### config.mk
export PLATFORM = sky130hd
export DESIGN_NAME = if_fetch_queue
export DESIGN_NICKNAME = d
export VERILOG_FILES = /design/src/rtl/if_fetch_queue.sv
export SDC_FILE = /design/constraint.sdc
export NUM_CORES = 1
export LEC_CHECK = 0
export ABC_CLOCK_PERIOD_IN_PS = 3250
export BUFFER_PORTS_ARGS = -buffer_cell sky130_fd_sc_hd__buf_2
export CAP_MARGIN = 20
export CELL_PAD_IN_SITES_DETAIL_PLACEMENT = 0
export CELL_PAD_IN_SITES_GLOBAL_PLACEMENT = 2
export CORE_MARGIN = 5
export CORE_UTILIZATION = 38
export DETAILED_ROUTE_END_ITERATION = 8
export PLACE_DENSITY = 0.73
export SYNTH_ARGS = -nofsm -noshare
export SYNTH_HDL_FRONTEND = slang
export SYNTH_SLANG_ARGS = --single-unit
### constraint.sdc
create_clock -name clk -period 3.25 [get_ports clk]
set_input_delay 0.8125 -clock clk [delete_from_list [all_inputs] [get_ports clk]]
set_output_delay 0.8125 -clock clk [all_outputs]
set_load 0.005 [all_outputs]
### src/rtl/if_fetch_queue.sv
// Instruction-fetch front end with decoupled request and response channels, an in-order
// instruction queue and a registered decode-facing output stage. Flushes count off stale responses.
module if_fetch_queue #(
   parameter int                XLEN            = 32,
   parameter logic [XLEN-1:0]   RESET_PC        = 32'h8000_0000,
   parameter int                MAX_OUTSTANDING = 2,
   parameter int                FQ_DEPTH        = 4
) (
   input  logic            clk,
   input  logic            rst_n,
   input  logic            i_stall,
   input  logic            i_flush,
   input  logic [XLEN-1:0] i_redirect_pc,
   output logic            o_req_valid,
   input  logic            i_req_ready,
   output logic [XLEN-1:0] o_req_addr,
   input  logic            i_rsp_valid,
   input  logic [XLEN-1:0] i_rsp_rdata,
   input  logic            i_rsp_err,
   output logic            o_if_valid,
   output logic [XLEN-1:0] o_if_pc,
   output logic [XLEN-1:0] o_if_instr,
   output logic            o_if_err
);

   localparam int CW = $clog2(MAX_OUTSTANDING + 1);
   localparam int QW = $clog2(FQ_DEPTH + 1);
   localparam int PW = $clog2(FQ_DEPTH);

   logic [XLEN-1:0] req_pc;
   logic [XLEN-1:0] rsp_pc;
   logic [CW-1:0]   inflight;
   logic [CW-1:0]   drop_cnt;
   logic [QW-1:0]   q_count;
   logic [PW-1:0]   wr_ptr;
   logic [PW-1:0]   rd_ptr;
   logic [QW:0]     committed;

   logic [XLEN-1:0] q_pc    [FQ_DEPTH];
   logic [XLEN-1:0] q_instr [FQ_DEPTH];
   logic            q_err   [FQ_DEPTH];

   logic req_fire;
   logic rsp_fire;
   logic push;
   logic pop;

   // Every live request holds a queue slot, so the queue can never overflow on a push.
   assign committed   = (QW+1)'(q_count) + (QW+1)'(inflight - drop_cnt);
   assign o_req_valid = !i_flush && (inflight < CW'(MAX_OUTSTANDING)) &&
                        (committed < (QW+1)'(FQ_DEPTH));
   assign o_req_addr  = req_pc;

   assign req_fire = o_req_valid && i_req_ready;
   assign rsp_fire = i_rsp_valid && (inflight != '0);
   assign push     = rsp_fire && !i_flush && (drop_cnt == '0);
   assign pop      = !i_flush && !i_stall && (q_count != '0);

   always_ff @(posedge clk or negedge rst_n) begin
      if (!rst_n) begin
         req_pc   <= RESET_PC;
         rsp_pc   <= RESET_PC;
         inflight <= '0;
         drop_cnt <= '0;
         q_count  <= '0;
         wr_ptr   <= '0;
         rd_ptr   <= '0;
      end else begin
         if (i_flush) begin
            req_pc <= i_redirect_pc;
            rsp_pc <= i_redirect_pc;
         end else begin
            if (req_fire) req_pc <= req_pc + XLEN'(4);
            if (push)     rsp_pc <= rsp_pc + XLEN'(4);
         end

         if (req_fire && !rsp_fire)
            inflight <= inflight + CW'(1);
         else if (!req_fire && rsp_fire)
            inflight <= inflight - CW'(1);

         // A response arriving in the flush cycle is itself discarded, so it is not re-counted.
         if (i_flush)
            drop_cnt <= inflight - (rsp_fire ? CW'(1) : CW'(0));
         else if (rsp_fire && (drop_cnt != '0))
            drop_cnt <= drop_cnt - CW'(1);

         if (i_flush) begin
            wr_ptr  <= '0;
            rd_ptr  <= '0;
            q_count <= '0;
         end else begin
            if (push) wr_ptr <= wr_ptr + PW'(1);
            if (pop)  rd_ptr <= rd_ptr + PW'(1);
            if (push && !pop)
               q_count <= q_count + QW'(1);
            else if (!push && pop)
               q_count <= q_count - QW'(1);
         end
      end
   end

   always_ff @(posedge clk) begin
      if (push) begin
         q_pc[wr_ptr]    <= rsp_pc;
         q_instr[wr_ptr] <= i_rsp_rdata;
         q_err[wr_ptr]   <= i_rsp_err;
      end
   end

   always_ff @(posedge clk or negedge rst_n) begin
      if (!rst_n) begin
         o_if_valid <= 1'b0;
         o_if_pc    <= '0;
         o_if_instr <= '0;
         o_if_err   <= 1'b0;
      end else if (i_flush) begin
         o_if_valid <= 1'b0;
      end else if (!i_stall) begin
         o_if_valid <= pop;
         if (pop) begin
            o_if_pc    <= q_pc[rd_ptr];
            o_if_instr <= q_instr[rd_ptr];
            o_if_err   <= q_err[rd_ptr];
         end
      end
   end

   a_rsp_needs_inflight: assert property (@(posedge clk) disable iff (!rst_n)
      i_rsp_valid |-> (inflight != '0));

endmodule

* Word-level counts from Yosys, hierarchy flattened
Memory sizes are Yosys's and may differ from the RTL's. A register that Yosys moved wholly into a read port is not among the register bits. Cells that the tools add are included.
Operators by class: $add $sub $neg 12, order comparisons 2, reductions and logical operators 33, equal/unequal tests 1, bitwise logic cells 2, multiplexer cells 20
Operators by type and width (count):
- 32-bit 2-to-1 mux | 4
- 32-bit by 3-bit adder with 32-bit output (second input constant) | 2
- 2-bit 2-to-1 mux | 8
- 2-bit nonzero test | 7
- 1-bit logical AND | 13
- 1-bit logical NOT | 9
- 3-bit 2-to-1 mux | 3
- 2-bit by 1-bit adder with 2-bit output (second input constant) | 3
- 3-bit nonzero test | 2
- 1-bit 2-to-1 mux | 5
- 3-bit by 4-bit adder with 4-bit output | 1
- 4-bit by 3-bit < comparator with 1-bit output (second input constant) | 1
- 2-bit by 1-bit subtractor with 2-bit output (second input constant) | 2
- 3-bit by 1-bit adder with 3-bit output (second input constant) | 1
- 3-bit AND reduction | 1
- 2-bit by 2-bit subtractor with 3-bit output | 1
- 3-bit by 1-bit subtractor with 3-bit output (second input constant) | 1
- 2-bit logical NOT | 1
- 2-bit < comparator (second input constant) | 1
- 2-bit by 1-bit inequality test with 1-bit output (second input constant) | 1
- 1-bit inverter | 2
- 2-bit by 1-bit subtractor with 2-bit output | 1
Storage, ports and cells: bits in registers 76, logic and storage cells 81, bits in writable memories 260, memories 3
Memory list:
- q_instr | depth 4, width 32, read ports 1, clocked after Yosys merged registers in 1, wr ports 1, RTL line 40 | logic [XLEN-1:0] q_instr [FQ_DEPTH];
- q_pc | depth 4, width 32, read ports 1, clocked after Yosys merged registers in 1, wr ports 1, RTL line 39 | logic [XLEN-1:0] q_pc [FQ_DEPTH];
- q_err | depth 4, width 1, read ports 1, clocked after Yosys merged registers in 1, wr ports 1, RTL line 41 | logic q_err [FQ_DEPTH];

* Longest topological paths before layout
depth after elaboration 9, mapped depth 15, mapped depth without buffers 13

* Worst setup path after synthesis
No wires, ideal clock.
path type input to register, start point input port i_rsp_valid, end point memory q_err[0], enable pin, path slack -167 ps, path buffers 1, cell stages on the path 4, required time 2820 ps, arrival time 2987 ps, cells stage by stage o211ai_1 > clkbuf_1 > nor2_1 > and2_1
Between the ends: longest elaborated chain between the ends 5
RTL lines:
- start, declared | RTL line 17 | input logic i_rsp_valid,
- 1-bit logical AND | RTL line 55 | assign rsp_fire = i_rsp_valid && (inflight != '0);
- 1-bit logical AND (2 in a row) | RTL line 56 | assign push = rsp_fire && !i_flush && (drop_cnt == '0);
- 1-bit 2-to-1 mux | RTL line 104 | if (push) begin
- 1-bit 2-to-1 mux (implied by the code) | RTL line 107 | q_err[wr_ptr] <= i_rsp_err;
- end, declared | RTL line 41
No other way between the ends.

* Worst setup path in the final report
start point register inflight[0], end point output port o_req_valid
Between the ends: longest elaborated chain between the ends 4, elaborated cells between the ends (all ways) 6, those cells by class add/sub (2); order compare (2); reduce/logical (2)
RTL lines:
- start, declared | RTL line 32 | logic [CW-1:0] inflight;
- start signal, assigned | RTL line 78 | inflight <= inflight + CW'(1);
- start signal, assigned | RTL line 80 | inflight <= inflight - CW'(1);
- 2-bit by 2-bit subtractor with 3-bit output | RTL line 49 | assign committed = (QW+1)'(q_count) + (QW+1)'(inflight - drop_cnt);
- 3-bit by 4-bit adder with 4-bit output | RTL line 49
- 4-bit by 3-bit < comparator with 1-bit output | RTL line 51 | (committed < (QW+1)'(FQ_DEPTH));
- 1-bit logical AND (*) | RTL line 50 | assign o_req_valid = !i_flush && (inflight < CW'(MAX_OUTSTANDING)) &&
- end, declared | RTL line 14 | output logic o_req_valid,
Mark *: on every way between the ends. The rest lies on a longest branch, timed or not.

==> reports/qor.csv <==
stage,metric,value,unit
finish,share of post-route cells with drive strength above 1,0.287,
power_and_ir_drop,Logic pwr share,0.207,
timing,Period minus WS final,3.51,ns
worst_setup_path,Critical R2R Launch,inflight[0]$_DFFE_PN0P_,
worst_setup_path,Crit Path Class,reg -> out,
route,initial drt markers,438,
finish,final core utilization,0.462,
outcome,failing checks,setup timing,
global_routing,vias in the first global route,10100,
floorplan,die area,46700,um2
synthesis,syn avg cell area,14.9,um2
power_and_ir_drop,Net Sw Frac,0.281,
synthesis,Most used DFF post-synth,edfxtp_1,
synthesis,Syn Nets,1165,
placed_design,gpl congestion,0.799,
clocking,TritonCTS clock tree,yes,
power_and_ir_drop,Leak,7.42,nW
power_and_ir_drop,Power Density,740,nW/um2
worst_setup_path,CP peak stage delay,0.43,ns
floorplan,Starting Density,0.385,
power_and_ir_drop,Max IR drop VDD,0.000412,V
global_routing,Total GRT Usage,0.162,
floorplan,core area,41900,um2
timing,Final Max Tran Viols,0,
clocking,Clock Pin Slew Worst Setup and Hold Paths,0.06,ns
timing,period utilization,1.08,
clocking,H-Tree Depth,2,
floorplan,num rows,75,
worst_setup_path,reg-to-reg endpoint,o_req_addr[15]$_DFFE_PN0P_,
placed_design,Final HPWL DP,23900,um
outcome,status,"finished, violations left",
finish,Ant. Diodes,0,
synthesis,Async SR Flop Fraction,0.352,
worst_setup_path,CP arrival,2.70,ns
worst_setup_path,"CP delay by family, top",adder cells,
worst_setup_path,Worst Path Required,2.44,ns
clocking,CTS root buffer,clkbuf_16,
worst_setup_path,Crit. path cell count,11,
timing,Tightest Pin Transition,0.816,ns
floorplan,Ports,170,
synthesis,top cell type's share of synthesized area,0.484,
worst_setup_path,CP Launch Type,register,
route,routed vias,9524,
global_routing,initial antenna violation count,0,
worst_setup_path,CP max FO,3,
power_and_ir_drop,Internal,10.3,mW
synthesis,post-synthesis sequential area ratio,0.702,
route,drt first pass iters,5,
synthesis,Synth cell types,53,
clocking,Worst-Skew Late Latency,0.56,ns
floorplan,Die Y-Extent,216,um
clocking,# hold bufs at CTS,0,
route,Final ANT Viol Nets,0,
route,Post-route DRC,0,
route,routed len/inst,20.2,um
synthesis,Syn Inst Count,1081,
timing,Final Hold Viols,0,
clocking,cts bufs inserted,45,
synthesis,synthesized area,16100,um2
clocking,CTS Sinks,401,
timing,Max Freq,0.285,GHz
hold_path,HP Class,in -> async,
route,DR vias/cell,5.11,
finish,Layout area overhead,20.0,%
power_and_ir_drop,P_sw,4.04,mW
route,final WL,37700,um
timing,RSZ-0062 raised after global routing,yes,
worst_setup_path,crit-path cells,inv_2 -> ha_1 -> inv_1 -> fa_1 -> ha_1 -> and3b_2 -> o21a_1 -> nor2_1 -> mux2i_1 -> nor3_2 -> buf_2,
clocking,Max clock buf depth,3,
synthesis,Post-synth EDFFs,260,
worst_setup_path,cell at the slowest stage of the critical path,fa_1,
worst_setup_path,WP buf/inv,3,
finish,"most common cell after layout, fill and taps aside",edfxtp_1,
worst_setup_path,reg-to-reg setup timing slack,0.06,ns
placed_design,# port buffers,169,
global_routing,total grt overflow,0,
worst_setup_path,Setup crit end kind,primary output,
synthesis,Synth Warn #,0,
timing,slew margin rel.,0.452,
worst_setup_path,worst r2r path cells,11,
job,Max-Cap Viols,0,
power_and_ir_drop,Clock power frac,0.334,
finish,Nets,1373,
synthesis,Synth area leaders,"edfxtp_1 (48%), dfrtp_1 (22%), mux4_2 (9.2%), nand2_1 (5.7%), xor2_1 (1.7%)",
global_routing,first-pass GRT wire length,59200,um
power_and_ir_drop,sequential power share,0.460,
floorplan,Die W,216,um
worst_setup_path,CP endpoint,o_req_valid,
power_and_ir_drop,Tot Pwr,14.3,mW
finish,most frequent cells in the layout,"edfxtp_1 (260), nand2_1 (243), buf_2 (168)",
synthesis,Synth area leader,edfxtp_1,
worst_setup_path,"most used cell, CP",ha_1,
global_routing,largest net degree at the start of global routing,70,
timing,fin worst setup slack,-0.262,ns
synthesis,"flops & latches, synth",401,
timing,Clock Skews,0.0204,ns
timing,Final setup viols,1,
worst_setup_path,crit path from,inflight[0]$_DFFE_PN0P_,
-- cells by family (layout without fill, tap and decap cells) --
group,count (synthesis),in the layout,share of synthesized area
DFF,401,401,0.702
and+or+nand+nor,368,369,0.101
AOI/OAI and AO/OA,101,101,0.0404
muxes,83,83,0.103
buffers and inverters,69,312,0.0168
xor gates and xnor gates,46,46,0.0250
adders and majority gates,13,13,0.0110
-- what timing repair did --
action                                  in CTS  in global routing
cloned                                       0                  1
pin swaps                                    1                  4
resized for setup                            2                 14
setup buffers                                2                  4
endpoints found under the setup margin       1                 12
endpoints found under the hold margin        0                  0
-- cells in the mapped netlist (all sizes together) (12+ instances only) --
library cell / number
inv: 21
nor2: 32
o21ai: 33
xnor2: 15
nand4: 15
o211ai: 12
xor2: 31
nand2: 244
edfxtp: 260
buf: 12
mux4: 66
clkbuf: 36
dfrtp: 139
a21oi: 18
nand3: 25
-- final cells by class --
cell class                 count  area (um2)
clock buffer                  59        1210
multi-input combinational    612        4620
timing repair buffer         208        1260
fill                        3770       22600
tap                          539         674
clock inverter                24         181
sequential                   401       11300
inverter                      21        78.8
-- through the flow --
step	TNS, ns	setup WS (ns)	cell area, um2	hold slack, ns	cells
after floorplan	0	0.0280	16200	0.470	1081
after global placement	0	0.111	17900	0.452	1775
after detailed placement	0	0.0872	17900	0.458	1775
after CTS	-0.397	-0.397	19300	0.125	1860
after global routing	-0.588	-0.415	19400	0.143	1864
final	-0.262	-0.262	19400	0.136	1864
-- power groups by stage --
stage	logic, mW	registers (mW)	clock network, mW
6_report	2.96	6.59	4.79
3_3_place_gp	2.96	6.68	0
5_1_grt	3.35	6.69	5.15
3_5_place_dp	2.98	6.70	0
4_1_cts	3.00	6.61	4.95
2_1_floorplan	1.90	6.53	0
-- metal layers --
| layer | vias up | track usage | part of all wire |
|---|---|---|---|
| li1 | 4438 | - | - |
| met1 | 4833 | 0.231 | 0.47 |
| met2 | 204 | 0.256 | 0.47 |
| met3 | 49 | 0.0314 | 0.045 |
| met4 | 0 | 0.0443 | 0.019 |
| met5 | - | 0 | 0 |
-- flip-flops by register name, indices dropped and copies added (netlist names) --
| name | count |
|---|---|
| q_count | 3 |
| inflight | 2 |
| q_pc | 128 |
| o_if_valid | 1 |
| o_if_err | 1 |
| q_instr | 128 |
| o_if_instr | 32 |
| o_if_pc | 32 |
| rsp_pc | 32 |
| o_req_addr | 32 |
| q_err | 4 |
| wr_ptr | 2 |
| drop_cnt | 2 |
| rd_ptr | 2 |
-- worst min-delay path by stage --
stage                                     startpoint                          to  slack (ns)
after floorplan                 o_if_err$_DFFE_PN0P_        o_if_err$_DFFE_PN0P_        0.47
after global placement    o_if_instr[16]$_DFFE_PN0P_  o_if_instr[16]$_DFFE_PN0P_        0.45
after detailed placement  o_if_instr[16]$_DFFE_PN0P_  o_if_instr[16]$_DFFE_PN0P_        0.46
after CTS                                      rst_n  o_if_instr[10]$_DFFE_PN0P_        0.12
after global routing                           rst_n  o_if_instr[10]$_DFFE_PN0P_        0.14
final                                          rst_n  o_if_instr[10]$_DFFE_PN0P_        0.14
No activity file was read; power rests on OpenSTA's default activity.
